## src/rtl/fifo_burst_packer_if.sv

```systemverilog
`default_nettype none
// ============================================================================
//  Module   : fifo_burst_packer_if
//  Purpose  : Bundles the prefetch-FIFO read handshake and the packed output
//             stream of fifo_burst_packer.
//  Signals  : fifo_rd_data/fifo_rd_vld/fifo_rd_en  - FIFO head and pop request
//             out_data/out_keep/out_last/out_valid/out_ready - word stream
//  Modports : master - packer side (pops FIFO, sources the stream)
//             slave  - environment side (FIFO and stream sink)
//  Revision : 1.0 - initial release
// ============================================================================
interface fifo_burst_packer_if #(
  parameter int DATA_W = 8,
  parameter int PACK   = 4
);
  logic [DATA_W-1:0]      fifo_rd_data;
  logic                   fifo_rd_vld;
  logic                   fifo_rd_en;
  logic [DATA_W*PACK-1:0] out_data;
  logic [PACK-1:0]        out_keep;
  logic                   out_last;
  logic                   out_valid;
  logic                   out_ready;

  modport master (
    input  fifo_rd_data, fifo_rd_vld, out_ready,
    output fifo_rd_en, out_data, out_keep, out_last, out_valid
  );

  modport slave (
    output fifo_rd_data, fifo_rd_vld, out_ready,
    input  fifo_rd_en, out_data, out_keep, out_last, out_valid
  );
endinterface
`default_nettype wire

```

## src/rtl/fifo_burst_packer.sv

```systemverilog
`default_nettype none
// ============================================================================
//  Module   : fifo_burst_packer
//  Purpose  : Pops a commanded number of entries from the prefetch FIFO and
//             packs them little-endian into PACK-entry words carrying a
//             byte-keep mask and an end-of-burst marker.
//  Ports    : rd_clk, rd_rst     - clock, asynchronous active-high reset
//             start, burst_len   - burst command (sampled only when idle)
//             abort              - synchronous cancel of the running burst
//             busy, done         - status (done is a one-cycle pulse)
//             bus (master)       - FIFO read handshake and output stream
//  Revision : 1.0 - initial release
// ============================================================================
module fifo_burst_packer #(
  parameter int DATA_W = 8,
  parameter int PACK   = 4,
  parameter int LEN_W  = 12
) (
  input  logic             rd_clk,
  input  logic             rd_rst,
  input  logic             start,
  input  logic [LEN_W-1:0] burst_len,
  input  logic             abort,
  output logic             busy,
  output logic             done,
  fifo_burst_packer_if.master bus
);

  localparam int IDX_W = (PACK > 1) ? $clog2(PACK) : 1;

  localparam logic [1:0] c_IDLE  = 2'd0;
  localparam logic [1:0] c_FILL  = 2'd1;
  localparam logic [1:0] c_DRAIN = 2'd2;

  localparam logic [IDX_W-1:0] c_LAST_IDX = IDX_W'(PACK - 1);
  localparam logic [LEN_W-1:0] c_REM_ONE  = LEN_W'(1);

  logic [1:0]             r_state;
  logic [LEN_W-1:0]       r_rem;
  logic [IDX_W-1:0]       r_idx;
  logic [DATA_W*PACK-1:0] r_acc;
  logic [PACK-1:0]        r_acc_keep;
  logic                   r_acc_last;
  logic                   r_acc_full;
  logic [DATA_W*PACK-1:0] r_out_data;
  logic [PACK-1:0]        r_out_keep;
  logic                   r_out_last;
  logic                   r_out_valid;
  logic                   r_done;

  logic w_rd_en;
  logic w_pop;
  logic w_pop_last;
  logic w_word_end;
  logic w_load;
  logic w_xfer;

  // A full accumulator whose output slot is empty is guaranteed to unload on
  // this edge, so the next pop may land in slot 0 in the same cycle. This keeps
  // one pop per cycle under free-flowing output while staying a pure register
  // decode (no path from fifo_rd_vld or out_ready).
  assign w_rd_en    = (r_state == c_FILL) & (~r_acc_full | ~r_out_valid);
  assign w_pop      = w_rd_en & bus.fifo_rd_vld;
  assign w_pop_last = w_pop & (r_rem == c_REM_ONE);
  assign w_word_end = w_pop & ((r_idx == c_LAST_IDX) | (r_rem == c_REM_ONE));
  assign w_load     = r_acc_full & (~r_out_valid | bus.out_ready);
  assign w_xfer     = r_out_valid & bus.out_ready;

  always_ff @(posedge rd_clk or posedge rd_rst) begin
    if (rd_rst) begin
      r_state     <= c_IDLE;
      r_rem       <= '0;
      r_idx       <= '0;
      r_acc       <= '0;
      r_acc_keep  <= '0;
      r_acc_last  <= 1'b0;
      r_acc_full  <= 1'b0;
      r_out_data  <= '0;
      r_out_keep  <= '0;
      r_out_last  <= 1'b0;
      r_out_valid <= 1'b0;
      r_done      <= 1'b0;
    end else begin
      r_done <= 1'b0;
      if ((r_state != c_IDLE) && abort) begin
        // Cancel: anything popped so far is dropped, no completion pulse.
        r_state     <= c_IDLE;
        r_rem       <= '0;
        r_idx       <= '0;
        r_acc       <= '0;
        r_acc_keep  <= '0;
        r_acc_last  <= 1'b0;
        r_acc_full  <= 1'b0;
        r_out_last  <= 1'b0;
        r_out_valid <= 1'b0;
      end else begin
        case (r_state)
          c_IDLE: begin
            if (start) begin
              if (burst_len != '0) begin
                r_state <= c_FILL;
                r_rem   <= burst_len;
                r_idx   <= '0;
              end else begin
                r_done <= 1'b1;
              end
            end
          end
          c_FILL: begin
            if (w_pop_last) begin
              r_state <= c_DRAIN;
            end
          end
          c_DRAIN: begin
            if (w_xfer && r_out_last) begin
              r_state <= c_IDLE;
              r_done  <= 1'b1;
            end
          end
          default: r_state <= c_IDLE;
        endcase

        // Unloading wipes the accumulator so a short final word carries zeros
        // in its unkept slots. A same-cycle pop below overrides slot 0.
        if (w_load) begin
          r_acc      <= '0;
          r_acc_keep <= '0;
          r_acc_last <= 1'b0;
          r_acc_full <= 1'b0;
        end

        if (w_pop) begin
          for (int k = 0; k < PACK; k++) begin
            if (r_idx == IDX_W'(k)) begin
              r_acc[k*DATA_W +: DATA_W] <= bus.fifo_rd_data;
              r_acc_keep[k]             <= 1'b1;
            end
          end
          r_rem <= r_rem - c_REM_ONE;
          if (w_word_end) begin
            r_acc_full <= 1'b1;
            r_idx      <= '0;
          end else begin
            r_idx <= r_idx + 1'b1;
          end
          if (r_rem == c_REM_ONE) begin
            r_acc_last <= 1'b1;
          end
        end

        if (w_load) begin
          r_out_data  <= r_acc;
          r_out_keep  <= r_acc_keep;
          r_out_last  <= r_acc_last;
          r_out_valid <= 1'b1;
        end else if (w_xfer) begin
          r_out_valid <= 1'b0;
        end
      end
    end
  end

  assign busy           = (r_state != c_IDLE);
  assign done           = r_done;
  assign bus.fifo_rd_en = w_rd_en;
  assign bus.out_data   = r_out_data;
  assign bus.out_keep   = r_out_keep;
  assign bus.out_last   = r_out_last;
  assign bus.out_valid  = r_out_valid;

endmodule
`default_nettype wire
```

## src/flat_wrapper.sv

```systemverilog
// flat-port wrapper written by rule: the top's interface ports become plain ports
module fifo_burst_packer_flat 
#(
  parameter int DATA_W = 8,
  parameter int PACK   = 4,
  parameter int LEN_W  = 12
)
  (rd_clk, rd_rst, start, burst_len, abort, busy, done, bus_fifo_rd_data, bus_fifo_rd_vld, bus_out_ready, bus_fifo_rd_en, bus_out_data, bus_out_keep, bus_out_last, bus_out_valid);
  fifo_burst_packer_if #(.DATA_W(DATA_W), .PACK(PACK)) bus_i ();
  input  logic rd_clk;
  input  logic rd_rst;
  input  logic start;
  input  logic [LEN_W-1:0] burst_len;
  input  logic abort;
  output logic busy;
  output logic done;
  input wire logic [$bits(bus_i.fifo_rd_data)-1:0] bus_fifo_rd_data;
  input wire logic [$bits(bus_i.fifo_rd_vld)-1:0] bus_fifo_rd_vld;
  input wire logic [$bits(bus_i.out_ready)-1:0] bus_out_ready;
  output wire logic [$bits(bus_i.fifo_rd_en)-1:0] bus_fifo_rd_en;
  output wire logic [$bits(bus_i.out_data)-1:0] bus_out_data;
  output wire logic [$bits(bus_i.out_keep)-1:0] bus_out_keep;
  output wire logic [$bits(bus_i.out_last)-1:0] bus_out_last;
  output wire logic [$bits(bus_i.out_valid)-1:0] bus_out_valid;
  assign bus_i.fifo_rd_data = bus_fifo_rd_data;
  assign bus_i.fifo_rd_vld = bus_fifo_rd_vld;
  assign bus_i.out_ready = bus_out_ready;
  assign bus_fifo_rd_en = bus_i.fifo_rd_en;
  assign bus_out_data = bus_i.out_data;
  assign bus_out_keep = bus_i.out_keep;
  assign bus_out_last = bus_i.out_last;
  assign bus_out_valid = bus_i.out_valid;
  fifo_burst_packer #(.DATA_W(DATA_W), .PACK(PACK), .LEN_W(LEN_W)) u_core (.rd_clk(rd_clk), .rd_rst(rd_rst), .start(start), .burst_len(burst_len), .abort(abort), .busy(busy), .done(done), .bus(bus_i));
endmodule
```

## config.mk

```make
export PLATFORM = sky130hd
export DESIGN_NAME = fifo_burst_packer_flat
export DESIGN_NICKNAME = d
export VERILOG_FILES = /design/src/rtl/fifo_burst_packer_if.sv /design/src/rtl/fifo_burst_packer.sv /design/src/flat_wrapper.sv
export SDC_FILE = /design/constraint.sdc
export NUM_CORES = 1
export LEC_CHECK = 0
export ABC_AREA = 1
export CORE_MARGIN = 1
export CORE_UTILIZATION = 49
export CTS_CLUSTER_DIAMETER = 40
export DETAILED_ROUTE_END_ITERATION = 8
export HOLD_SLACK_MARGIN = 0.08
export PLACE_DENSITY = 0.77
export SLEW_MARGIN = 10
export SYNTH_ARGS = -nofsm -noshare
export SYNTH_HDL_FRONTEND = slang
export SYNTH_SLANG_ARGS = --single-unit
```

## constraint.sdc

```tcl
create_clock -name rd_clk -period 2.9 [get_ports rd_clk]
set_input_delay 0.435 -clock rd_clk [delete_from_list [all_inputs] [get_ports rd_clk]]
set_output_delay 0.435 -clock rd_clk [all_outputs]
set_load 0.03 [all_outputs]
```

* Word-level counts from Yosys, hierarchy flattened *
Index checks and enable logic that the tools add are counted.

word-level totals
  register bits = 93
  input port bits = 26
  output and inout port bits = 41
  word-level logic and storage cells = 99

operators by class
  $add $sub $neg = 2
  equality and inequality tests = 10
  mux-type cells = 49
  bitwise gates (word level) = 12
  reduce and logical (&&, ||, !) cells = 14

operator list
  kind                     number
  $mux W32                 3
  $mux W12                 5
  $mux W8                  4
  $mux W2                  11
  $mux W1                  21
  $eq A12 B1 Y1 const B    1
  $mux W4                  3
  $reduce_bool A12 Y1      1
  $reduce_bool A3 Y1       4
  $sub A12 B1 Y12 const B  1
  $and A1 B1 Y1            6
  $eq A2 B2 Y1 const B     3
  $ne A3 B1 Y1 const B     2
  $ne A3 B2 Y1 const B     2
  $pmux W2 S3              1
  $eq A2 B1 Y1 const B     2
  $logic_not A2 Y1         2
  $reduce_and A4 Y1        1
  $reduce_bool A2 Y1       2
  $not A1 Y1               3
  $or A1 B1 Y1             3
  $reduce_and A3 Y1        1
  $add A2 B1 Y2 const B    1
  $logic_and A1 B1 Y1      2
  other kinds (2)          2

* Logic depth before layout (Yosys ltp) *
Gate-level depths: netlist (run 1).

  word-level depth = 8
  depth in mapped cells = 10
  mapped depth without buffers = 10

* Least setup slack after synthesis (run 1) *
Ideal clock, no wire load.

  kind = reg-to-output
  from = reg u_core.r_out_valid (netlist: u_core.bus.out_valid)
  to = out bus_fifo_rd_en
  data arrival time = 1.117 ns
  data required time = 2.465 ns
  path slack = 1.348 ns
  stages on the path, launching flop included = 4
  buffers on the path = 0
  cells stage by stage = dfrtp_1 > nand2_1 > inv_1 > nor2_1

on the way
  cells in the longest elaborated chain, start to end = 3

RTL lines
  element                 RTL line                  text
  from (decl)             fifo_burst_packer.sv:48   logic r_out_valid;
  from (signal assigned)  fifo_burst_packer.sv:81   r_out_valid <= 1'b0;
  from (signal assigned)  fifo_burst_packer.sv:95   r_out_valid <= 1'b0;
  from (signal assigned)  fifo_burst_packer.sv:155  r_out_valid <= 1'b1;
  $not A1 Y1              fifo_burst_packer.sv:62   assign w_rd_en = (r_state == c_FILL) & (~r_acc_full | ~r_out_valid);
  $or A1 B1 Y1            fifo_burst_packer.sv:62
  $and A1 B1 Y1           fifo_burst_packer.sv:62
  to (decl)               flat_wrapper.sv:20        output wire logic [$bits(bus_i.fifo_rd_en)-1:0] bus_fifo_rd_en;

No other way between the ends.

* Worst setup path in the final report (run 1) *
  from = reg u_core.r_state[1]
  to = out bus_fifo_rd_en

on the way
  cells in the longest elaborated chain, start to end = 2

RTL lines
  element                 RTL line                  text
  from (decl)             fifo_burst_packer.sv:38   logic [1:0] r_state;
  from (signal assigned)  fifo_burst_packer.sv:71   r_state <= c_IDLE;
  from (signal assigned)  fifo_burst_packer.sv:87   r_state <= c_IDLE;
  from (signal assigned)  fifo_burst_packer.sv:101  r_state <= c_FILL;
  $eq A2 B1 Y1            fifo_burst_packer.sv:62
  $and A1 B1 Y1           fifo_burst_packer.sv:62

No other way between the ends.

==> flow_metrics.py, run 1 <==
metrics = {
    "run_status": {
        "status": "completed",
    },
    "floorplanning": {
        "boundaryPins": 67,
        "rows": 33,
        "initial_core_util_pct": 51.63,
        "die_w_um": 95.98,
        "die_h_um": 95.98,
        "dieArea_sq_um": 9212,
        "core-area_sq_um": 8382,
    },
    "setup_path": {
        "critPathCaptureType": "primary output",
        "crit_fanout": 3,
        "reg2reg_from": "u_core.r_state[0]",
        "slowest_stage": "clkdlybuf4s50_1",
        "cpLargestDelayFamily": "buffers and inverters",
        "cp_slowest_stage_delay_ns": 0.68,
        "crit_buf_inv": 2,
        "cp.arrival_ns": 1.79,
        "path_class": "reg2out",
        "reg2reg_to": "u_core.r_rem[6]",
        "cp_num_cells": 4,
        "critPathLaunch": "u_core.r_state[1]",
        "required_ns": 2.47,
        "path_cells": "inv_1, nand2_1, nor2_1, clkdlybuf4s50_1",
        "r2r_slack_ns": 1.23,
        "start_kind": "register",
        "rr_worst_depth": 7,
        "endpoint": "bus_fifo_rd_en",
    },
    "synth": {
        "ys_types": 32,
        "async_flop_share_pct": 100.0,
        "synth_area_sq_um": 4328,
        "ys_ff_latch": 93,
        "ys_seq_area_share_pct": 53.77,
        "synthesis.nets": 488,
        "ys.flop_type": "dfrtp_1",
        "synthCells": 456,
        "synth-edff-count": 0,
        "syn_area_per_cell_sq_um": 9.491,
        "ys_warn_count": 0,
    },
    "clock_tree": {
        "cts_resized": 0,
        "post_cts_buffers": 0,
        "clk_latency_ns": 0.36,
        "root_buffer": "clkbuf_8",
        "clockBufferDepth": 2,
        "cts_tree": "done",
        "hold_buffers": 0,
        "path_clk_slew_ns": 0.09,
        "cts_buffers": 9,
        "htree_levels": 3,
        "clock_sinks": 93,
    },
    "timing": {
        "finalCritPeriodShare_pct": 76.71,
        "finalSetupViolations": 0,
        "rsz0062_at_grt": "false",
        "layout_min_cycle_time_ns": 2.225,
        "fin_skew_ns": 0.007421,
        "slew_violations": 0,
        "hold_violations": 0,
        "fin_setup_tns_ns": 0,
        "tightestPinTransition_ns": 0.7208,
        "max_freq_mhz": 449.5,
        "slew_headroom_pct": 51.89,
    },
    "drt": {
        "drt_iter0_markers": 185,
        "first_pass_iters": 4,
        "vias_per_cell": 5.253,
        "wire_per_inst_um": 13.71,
        "drc": 0,
        "routed_wl_mm": 8.623,
        "final_antenna_net_count": 0,
        "vias": 3304,
    },
    "placement": {
        "dp_hpwl_mm": 6.109,
        "io_buffers": 66,
        "gp_congestion": 0.8533,
    },
    "min_path": {
        "min_path_type": "in2async",
    },
    "global_route": {
        "antenna_found_initial": 0,
        "grt_max_degree": 41,
        "grt_pass1_wl_mm": 14.46,
        "grt_pass1_vias": 3121,
        "grt-ovfl-total": 0,
        "grt_use_total_pct": 20.55,
    },
    "power_and_ir_drop": {
        "p_leak_nw": 2.542,
        "power_density_nw_per_um2": 619.2,
        "ir_drop_uv": 326.1,
    },
    "flow_run": {
        "max_cap_viol_count": 0,
    },
    "final_layout": {
        "final_nets": 551,
        "postLayoutCoreUtil_pct": 62.40,
        "mostFrequentLayoutCell": "nand2_1",
        "antenna_cells": 0,
        "mostFrequentLayoutCells": "109 x nand2_1, 93 x dfrtp_1, 66 x clkdlybuf4s50_1",
        "area_growth_pct": 20.84,
        "layout-drive-gt1-share_pct": 13.74,
    },
}
## kinds of logic after synthesis
kind of cell	synth area share [%]
buf+inv	5.840
mux	9.367
compound gates	10.73
simple gates	18.36
xor+xnor	0.2024
flops	53.77
fa+ha+maj	1.735
## power breakdown
part / switching (mW) / internal, mW
combinational: 0.468 / 0.317
sequential: 0.135 / 1.49
clock: 0.480 / 0.350
total: 1.08 / 2.15
## through the flow
stage	cells	area [sq um]	hold slack [ns]	setup WS (ns)	power, mW
after detailed placement	613	5039	0.4887	0.7308	2.435
after global routing	629	5230	0.5192	0.5706	3.437
after CTS	629	5230	0.5003	0.6492	3.265
after global placement	613	5039	0.4878	0.7790	2.407
final	629	5230	0.4849	0.6754	3.239
after floorplan	456	4328	0.4627	0.04469	2.185
## registers in the layout, indices dropped and copies added, names as in the netlist
signal and cells:
u_core.bus.out_data 32, u_core.bus.out_keep 4, u_core.bus.out_last 1, u_core.bus.out_valid 1, u_core.done 1, u_core.r_acc 32
u_core.r_acc_full 1, u_core.r_acc_keep 4, u_core.r_acc_last 1, u_core.r_idx 2, u_core.r_rem 12, u_core.r_state 2
## worst min path at each step
| stage | to | slack, ns | cells past startpoint |
|---|---|---|---|
| after floorplan | u_core.r_rem[8] | 0.46 | 2 |
| after global placement | u_core.bus.out_data[10] | 0.49 | 1 |
| after detailed placement | u_core.r_rem[5] | 0.49 | 2 |
| after CTS | u_core.r_rem[0] | 0.50 | 2 |
| after global routing | u_core.bus.out_data[15] | 0.52 | 1 |
| final | u_core.r_rem[0] | 0.48 | 2 |
## Yosys cell counts (2+ instances only)
library cell  count  share of area, %
nand2_2           2              0.29
nand2_1         109               9.5
nand2_8           2              0.93
nand4_1           2              0.29
nand3_1          14               1.6
nor2_1           41               3.6
nand3b_1          2              0.35
mux2_2           36               9.4
a21oi_1          43               5.0
buf_4             2              0.35
buf_2             4              0.46
o21ai_0          35               4.0
inv_1            28               2.4
o22ai_1           2              0.29
clkbuf_1          6              0.52
inv_2             2              0.17
dfrtp_1          93                54
o21ai_1           9               1.0
ha_1              6               1.7
buf_6             6               1.6
## area by class of cell
class,count,area [sq um]
sequential,93,2327
fill,702,3152
clock inverter,6,53.80
timing repair buffer,70,703.2
tap,105,131.4
clock buffer,10,137.6
inverter,32,128.9
multi-input combinational,313,1748
## per-layer routing
layer	global-route usage, %	up-vias	wire length [um]
li1	-	1615	-
met1	26.99	1578	3863
met2	33.57	101	4177
met3	4.976	10	465
met4	6.343	0	117
met5	0	-	0
Power figures use the tool's default switching activity.
==> inputs of run 2 (changes only) <==
==> constraint.sdc (replaced) <==
create_clock -name rd_clk -period 1.9 [get_ports rd_clk]
set_input_delay 0.285 -clock rd_clk [delete_from_list [all_inputs] [get_ports rd_clk]]
set_output_delay 0.285 -clock rd_clk [all_outputs]
set_load 0.03 [all_outputs]
==> run 2 against run 1 <==
  * Die area did not move
  * Register-to-register slack worse by 0.94 ns
  * Combinational power up 56%
  * Cell area up 1.6%
  * Critical path type unchanged
  * Routed wire length is 4.9% higher
  * Non-clock buffer count rose by 7
  * First-iteration DRC count decreased by 17%
  * Largest power group unchanged
==> flow_metrics.py, run 2 (synthesis results as in run 1) <==
metrics = {
    "run_status": {
        "status": "completed",
    },
    "drt": {
        "final_antenna_net_count": 0,
        "drt_iter0_markers": 154,
        "drc": 0,
        "wire_per_inst_um": 14.23,
        "first_pass_iters": 4,
        "vias_per_cell": 5.263,
        "vias": 3347,
        "routed_wl_mm": 9.049,
    },
    "floorplanning": {
        "rows": 33,
        "die_w_um": 95.98,
        "dieArea_sq_um": 9212,
        "initial_core_util_pct": 51.63,
        "boundaryPins": 67,
        "die_h_um": 95.98,
        "core-area_sq_um": 8382,
    },
    "global_route": {
        "grt_max_degree": 94,
        "grt_use_total_pct": 21.80,
        "grt-ovfl-total": 0,
        "antenna_found_initial": 0,
        "grt_pass1_wl_mm": 15.22,
        "grt_pass1_vias": 3268,
    },
    "timing": {
        "finalSetupViolations": 0,
        "layout_min_cycle_time_ns": 1.769,
        "tightestPinTransition_ns": 0.4858,
        "max_freq_mhz": 565.2,
        "slew_violations": 0,
        "slew_headroom_pct": 67.61,
        "hold_violations": 0,
        "rsz0062_at_grt": "false",
        "finalCritPeriodShare_pct": 93.12,
        "fin_skew_ns": 0.01060,
        "fin_setup_tns_ns": 0,
    },
    "clock_tree": {
        "htree_levels": 3,
        "clock_sinks": 93,
        "post_cts_buffers": 0,
        "clockBufferDepth": 2,
        "path_clk_slew_ns": 0.09,
        "cts_buffers": 9,
        "cts_tree": "done",
        "root_buffer": "clkbuf_8",
        "clk_latency_ns": 0.36,
    },
    "flow_run": {
        "max_cap_viol_count": 0,
    },
    "power_and_ir_drop": {
        "power_density_nw_per_um2": 972.8,
        "p_int_mw": 3.528,
        "clockPowerShare_pct": 28.4,
        "p_sw_share_pct": 31.74,
        "power.share.sequential_pct": 47.8,
        "p_leak_nw": 2.584,
        "power_mw": 5.169,
        "pwr-share-comb_pct": 23.9,
        "p_sw_mw": 1.641,
        "ir_drop_uv": 455.2,
    },
    "setup_path": {
        "required_ns": 1.62,
        "path_class": "reg2out",
        "start_kind": "register",
        "r2r_slack_ns": 0.29,
        "cp.arrival_ns": 1.48,
        "crit_fanout": 3,
        "critPathCaptureType": "primary output",
    },
    "final_layout": {
        "postLayoutCoreUtil_pct": 63.40,
        "final_nets": 558,
        "mostFrequentLayoutCells": "109 x nand2_1, 93 x dfrtp_1, 64 x clkdlybuf4s50_1",
        "antenna_cells": 0,
        "mostFrequentLayoutCell": "nand2_1",
        "instances_no_fill": 636,
        "layout-drive-gt1-share_pct": 14.69,
        "area_growth_pct": 22.78,
    },
    "placement": {
        "io_buffers": 66,
        "post-place-cells": 620,
        "dp_hpwl_mm": 6.233,
        "gp_congestion": 0.8308,
    },
    "min_path": {
        "min_path_type": "in2async",
    },
}
-- run 2: cell types whose count changed in the layout (fill, tap and decap cells not counted), sizes merged --
cell	before	now
buf	4	11
bufinv	0	2
clkdlybuf4s15	0	1
clkdlybuf4s50	66	64
clkinv	3	1
clkinvlp	1	2
dlygate4sd2	0	1
inv	34	33
-- run 2: critical path, stage by stage (launching register included) --
cell and delay [ns]:
dfrtp_1 0.42, inv_1 0.14, nand2_1 0.08, nor2_1 0.12, clkdlybuf4s15_1 0.38
-- run 2: metrics by stage --
step                      setup WS, ns  hold WS, ns  cell area [sq um]
final                           0.1307       0.3966               5314
after global routing          0.007462       0.4444               5314
after CTS                      0.08324       0.4225               5313
after detailed placement       0.04540       0.4930               5094
after global placement         0.08150       0.4863               5094
after floorplan                 0.3716       0.4397               4332
-- run 2: worst paths after layout --
kind,startpoint,endpoint,cells after the start
setup / recovery,u_core.r_state[1],bus_fifo_rd_en,4
hold / removal,rd_rst,u_core.r_rem[0],3
setup reg to reg,u_core.r_state[1],u_core.r_acc[11],6
hold reg to reg,u_core.r_acc[2],u_core.bus.out_data[2],1
max in group asynchronous,rd_rst,u_core.r_acc[14],3
min in group rd_clk,u_core.r_acc[2],u_core.bus.out_data[2],1
-- run 2: area by class of cell --
cell class	instances	area, sq um
Tap cell	105	131.4
Inverter	32	131.4
Sequential cell	93	2327
Fill cell	717	3068
Multi-Input combinational cell	313	1748
Clock inverter	6	93.84
Timing Repair Buffer	77	754.5
Clock buffer	10	127.6
-- run 2: repair_timing --
action	in CTS	in global routing
resized for setup	2	1
hold buffers	0	0
setup endpoints to repair	2	1
hold endpoints to repair	0	0
-- run 2: power groups by stage --
stage	clock network [mW]	logic, mW	registers, mW
4_1_cts	1.49	1.24	2.47
5_1_grt	1.57	1.40	2.51
3_5_place_dp	0	1.24	2.51
3_3_place_gp	0	1.20	2.50
6_report	1.47	1.23	2.47
2_1_floorplan	0	0.767	2.57
-- run 2: per-layer routing --
| layer | track usage, % | vias to the layer above | share of wire [%] |
|---|---|---|---|
| li1 | - | 1641 | - |
| met1 | 27.88 | 1601 | 44 |
| met2 | 37.23 | 94 | 49 |
| met3 | 3.555 | 11 | 5.0 |
| met4 | 7.960 | 0 | 1.3 |
| met5 | 0 | - | 0 |
==> inputs of run 3 (changes only) <==
--- a/config.mk
+++ b/config.mk
@@ -6,12 +6,14 @@
 export NUM_CORES = 1
 export LEC_CHECK = 0
 export ABC_AREA = 1
+export CELL_PAD_IN_SITES_DETAIL_PLACEMENT = 1
+export CELL_PAD_IN_SITES_GLOBAL_PLACEMENT = 1
 export CORE_MARGIN = 1
-export CORE_UTILIZATION = 49
+export CORE_UTILIZATION = 37
 export CTS_CLUSTER_DIAMETER = 40
 export DETAILED_ROUTE_END_ITERATION = 8
 export HOLD_SLACK_MARGIN = 0.08
-export PLACE_DENSITY = 0.77
+export PLACE_DENSITY_LB_ADDON = 0.1
 export SLEW_MARGIN = 10
 export SYNTH_ARGS = -nofsm -noshare
 export SYNTH_HDL_FRONTEND = slang
==> run 3 against run 2 <==
  * Final cell count rose by 5.8%
  * Setup slack barely moved
  * Combinational power barely moved
  * Routed wire length rose by 15%
  * First-iteration DRC count fell by 14%
  * Sequential power barely moved
  * Register-to-register slack barely moved
  * Clock skew barely moved
  * Power rose by 6.0%
  * Critical path depth did not move
  * Via count fell by 1.5%
  * Largest power group unchanged
==> flow_metrics.py, run 3 (synthesis results as in run 1) <==
metrics = {
    "timing": {
        "layout_min_cycle_time_ns": 1.769,
        "tightestPinTransition_ns": 0.4664,
        "fin_setup_tns_ns": 0,
        "slew_headroom_pct": 68.84,
        "fin_ws_ns": 0.1308,
        "slew_violations": 0,
        "max_freq_mhz": 565.2,
        "hold_violations": 0,
        "finalSetupViolations": 0,
        "fin_skew_ns": 0.01062,
        "rsz0062_at_grt": "false",
        "finalCritPeriodShare_pct": 93.12,
    },
    "setup_path": {
        "slowest_stage": "dfrtp_1",
        "path_class": "reg2out",
        "reg2reg_to": "u_core.r_acc[10]",
        "reg2reg_from": "u_core.r_state[1]",
        "rr_worst_depth": 6,
        "r2r_slack_ns": 0.29,
        "cp.arrival_ns": 1.48,
        "crit_fanout": 3,
        "endpoint": "bus_fifo_rd_en",
        "critPathLaunch": "u_core.r_state[1]",
        "critPathCaptureType": "primary output",
        "required_ns": 1.62,
        "start_kind": "register",
        "cp_slowest_stage_delay_ns": 0.41,
        "path_cells": "inv_1, nand2_1, nor2_1, dlygate4sd2_1",
    },
    "min_path": {
        "min_path_type": "in2async",
    },
    "final_layout": {
        "multi_input_area_sq_um": 1748,
        "mostFrequentLayoutCell": "nand2_1",
        "antenna_cells": 0,
        "area_growth_pct": 25.70,
        "mostFrequentLayoutCells": "109 x nand2_1, 93 x dfrtp_1, 64 x clkdlybuf4s50_1",
        "final-seq-area_sq_um": 2327,
        "final_nets": 559,
        "fillers": 1324,
        "layout-drive-gt1-share_pct": 14.34,
    },
    "power_and_ir_drop": {
        "ir_drop_uv": 462.3,
        "p_sw_share_pct": 30.29,
        "power_density_nw_per_um2": 1007,
        "p_leak_nw": 2.627,
        "p_int_mw": 3.821,
        "p_sw_mw": 1.660,
        "pwr-share-comb_pct": 22.8,
        "clockPowerShare_pct": 31.9,
        "power.share.sequential_pct": 45.3,
    },
    "drt": {
        "first_pass_iters": 4,
        "final_antenna_net_count": 0,
        "routed_wl_mm": 10.36,
        "drt_iter0_markers": 132,
        "wire_per_inst_um": 15.40,
        "vias_per_cell": 4.900,
        "vias": 3298,
        "drc": 0,
    },
    "global_route": {
        "grt_max_degree": 41,
        "grt-ovfl-total": 0,
        "antenna_found_initial": 0,
        "grt_pass1_wl_mm": 17.31,
        "grt_pass1_vias": 3493,
        "grt_use_total_pct": 19.07,
    },
    "floorplanning": {
        "die_w_um": 110.2,
        "core-area_sq_um": 11420,
        "initial_core_util_pct": 37.90,
        "boundaryPins": 67,
        "die_h_um": 110.2,
        "rows": 39,
        "dieArea_sq_um": 12130,
    },
    "clock_tree": {
        "cts_buffers": 9,
        "htree_levels": 3,
        "clk_latency_ns": 0.34,
        "clockBufferDepth": 2,
        "cts_tree": "done",
        "clock_sinks": 93,
        "path_clk_slew_ns": 0.06,
        "post_cts_buffers": 0,
        "root_buffer": "clkbuf_16",
    },
    "placement": {
        "dp_hpwl_mm": 7.352,
        "post-place-ws_ns": 0.002028,
        "gp_congestion": 0.7799,
        "io_buffers": 66,
    },
    "flow_run": {
        "max_cap_viol_count": 0,
    },
    "run_status": {
        "status": "completed",
    },
}
-- run 3: cell count changes in the layout (fill, tap and decap cells not counted), sizes merged --
cell | previous run | this run
buf | 11 | 12
bufinv | 2 | 1
clkbuf | 10 | 12
clkdlybuf4s15 | 1 | 0
clkinvlp | 2 | 1
dlygate4sd2 | 1 | 2
inv | 33 | 31
-- run 3: stage by stage --
stage               instance area, sq um  instances  hold slack [ns]  power, mW  util [%]
floorplan                           4332        456           0.4397      3.336         -
global placement                    5161        659           0.4861      3.747     45.20
detailed placement                  5161        659           0.4949      3.791     45.20
CTS                                 5440        673           0.3438      5.566     47.64
global route                        5440        673           0.3600      5.828     47.64
finish                              5440        673           0.3358      5.481     47.64
-- run 3: worst min path at each step --
stage / end / cells after the start
floorplan: u_core.done / 2
global placement: u_core.bus.out_data[5] / 1
detailed placement: u_core.bus.out_data[13] / 1
CTS: u_core.r_acc[29] / 2
global route: u_core.bus.out_keep[1] / 2
finish: u_core.bus.out_keep[1] / 2
-- run 3: critical path: cells and delay by family, from the launching register on --
kind                   cells  cell delay, ns
flip-flops                 1            0.41
buffers and inverters      2            0.55
AND/OR/NAND/NOR            2            0.19
-- run 3: routing by layer --
layer  vias up  global-route usage [%]  share of wire, %
met4         0                   7.331               1.7
met5         -                       0                 0
met2        52                   33.26                50
met1      1598                   23.77                46
li1       1635                       -                 -
met3        13                   2.881               2.6
-- run 3: repair_timing --
item | in CTS | in global routing
hold buffers | 0 | 0
endpoints found under the setup margin | 2 | 0
resized for setup | 2 | 0
-- run 3: area by class of cell --
| cell class | instances | share of cell area [%] |
|---|---|---|
| multi-input combinational | 313 | 32.13 |
| timing repair buffer | 78 | 14.21 |
| clock inverter | 2 | 0.6440 |
| sequential | 93 | 42.78 |
| tap | 143 | 3.289 |
| inverter | 32 | 2.415 |
| clock buffer | 12 | 4.531 |
-- run 3: power groups by stage --
stage / clock network, mW / logic [mW] / registers [mW]
floorplan: 0 / 0.767 / 2.57
global placement: 0 / 1.24 / 2.51
detailed placement: 0 / 1.27 / 2.52
CTS: 1.80 / 1.27 / 2.49
global route: 1.88 / 1.43 / 2.52
finish: 1.75 / 1.25 / 2.48
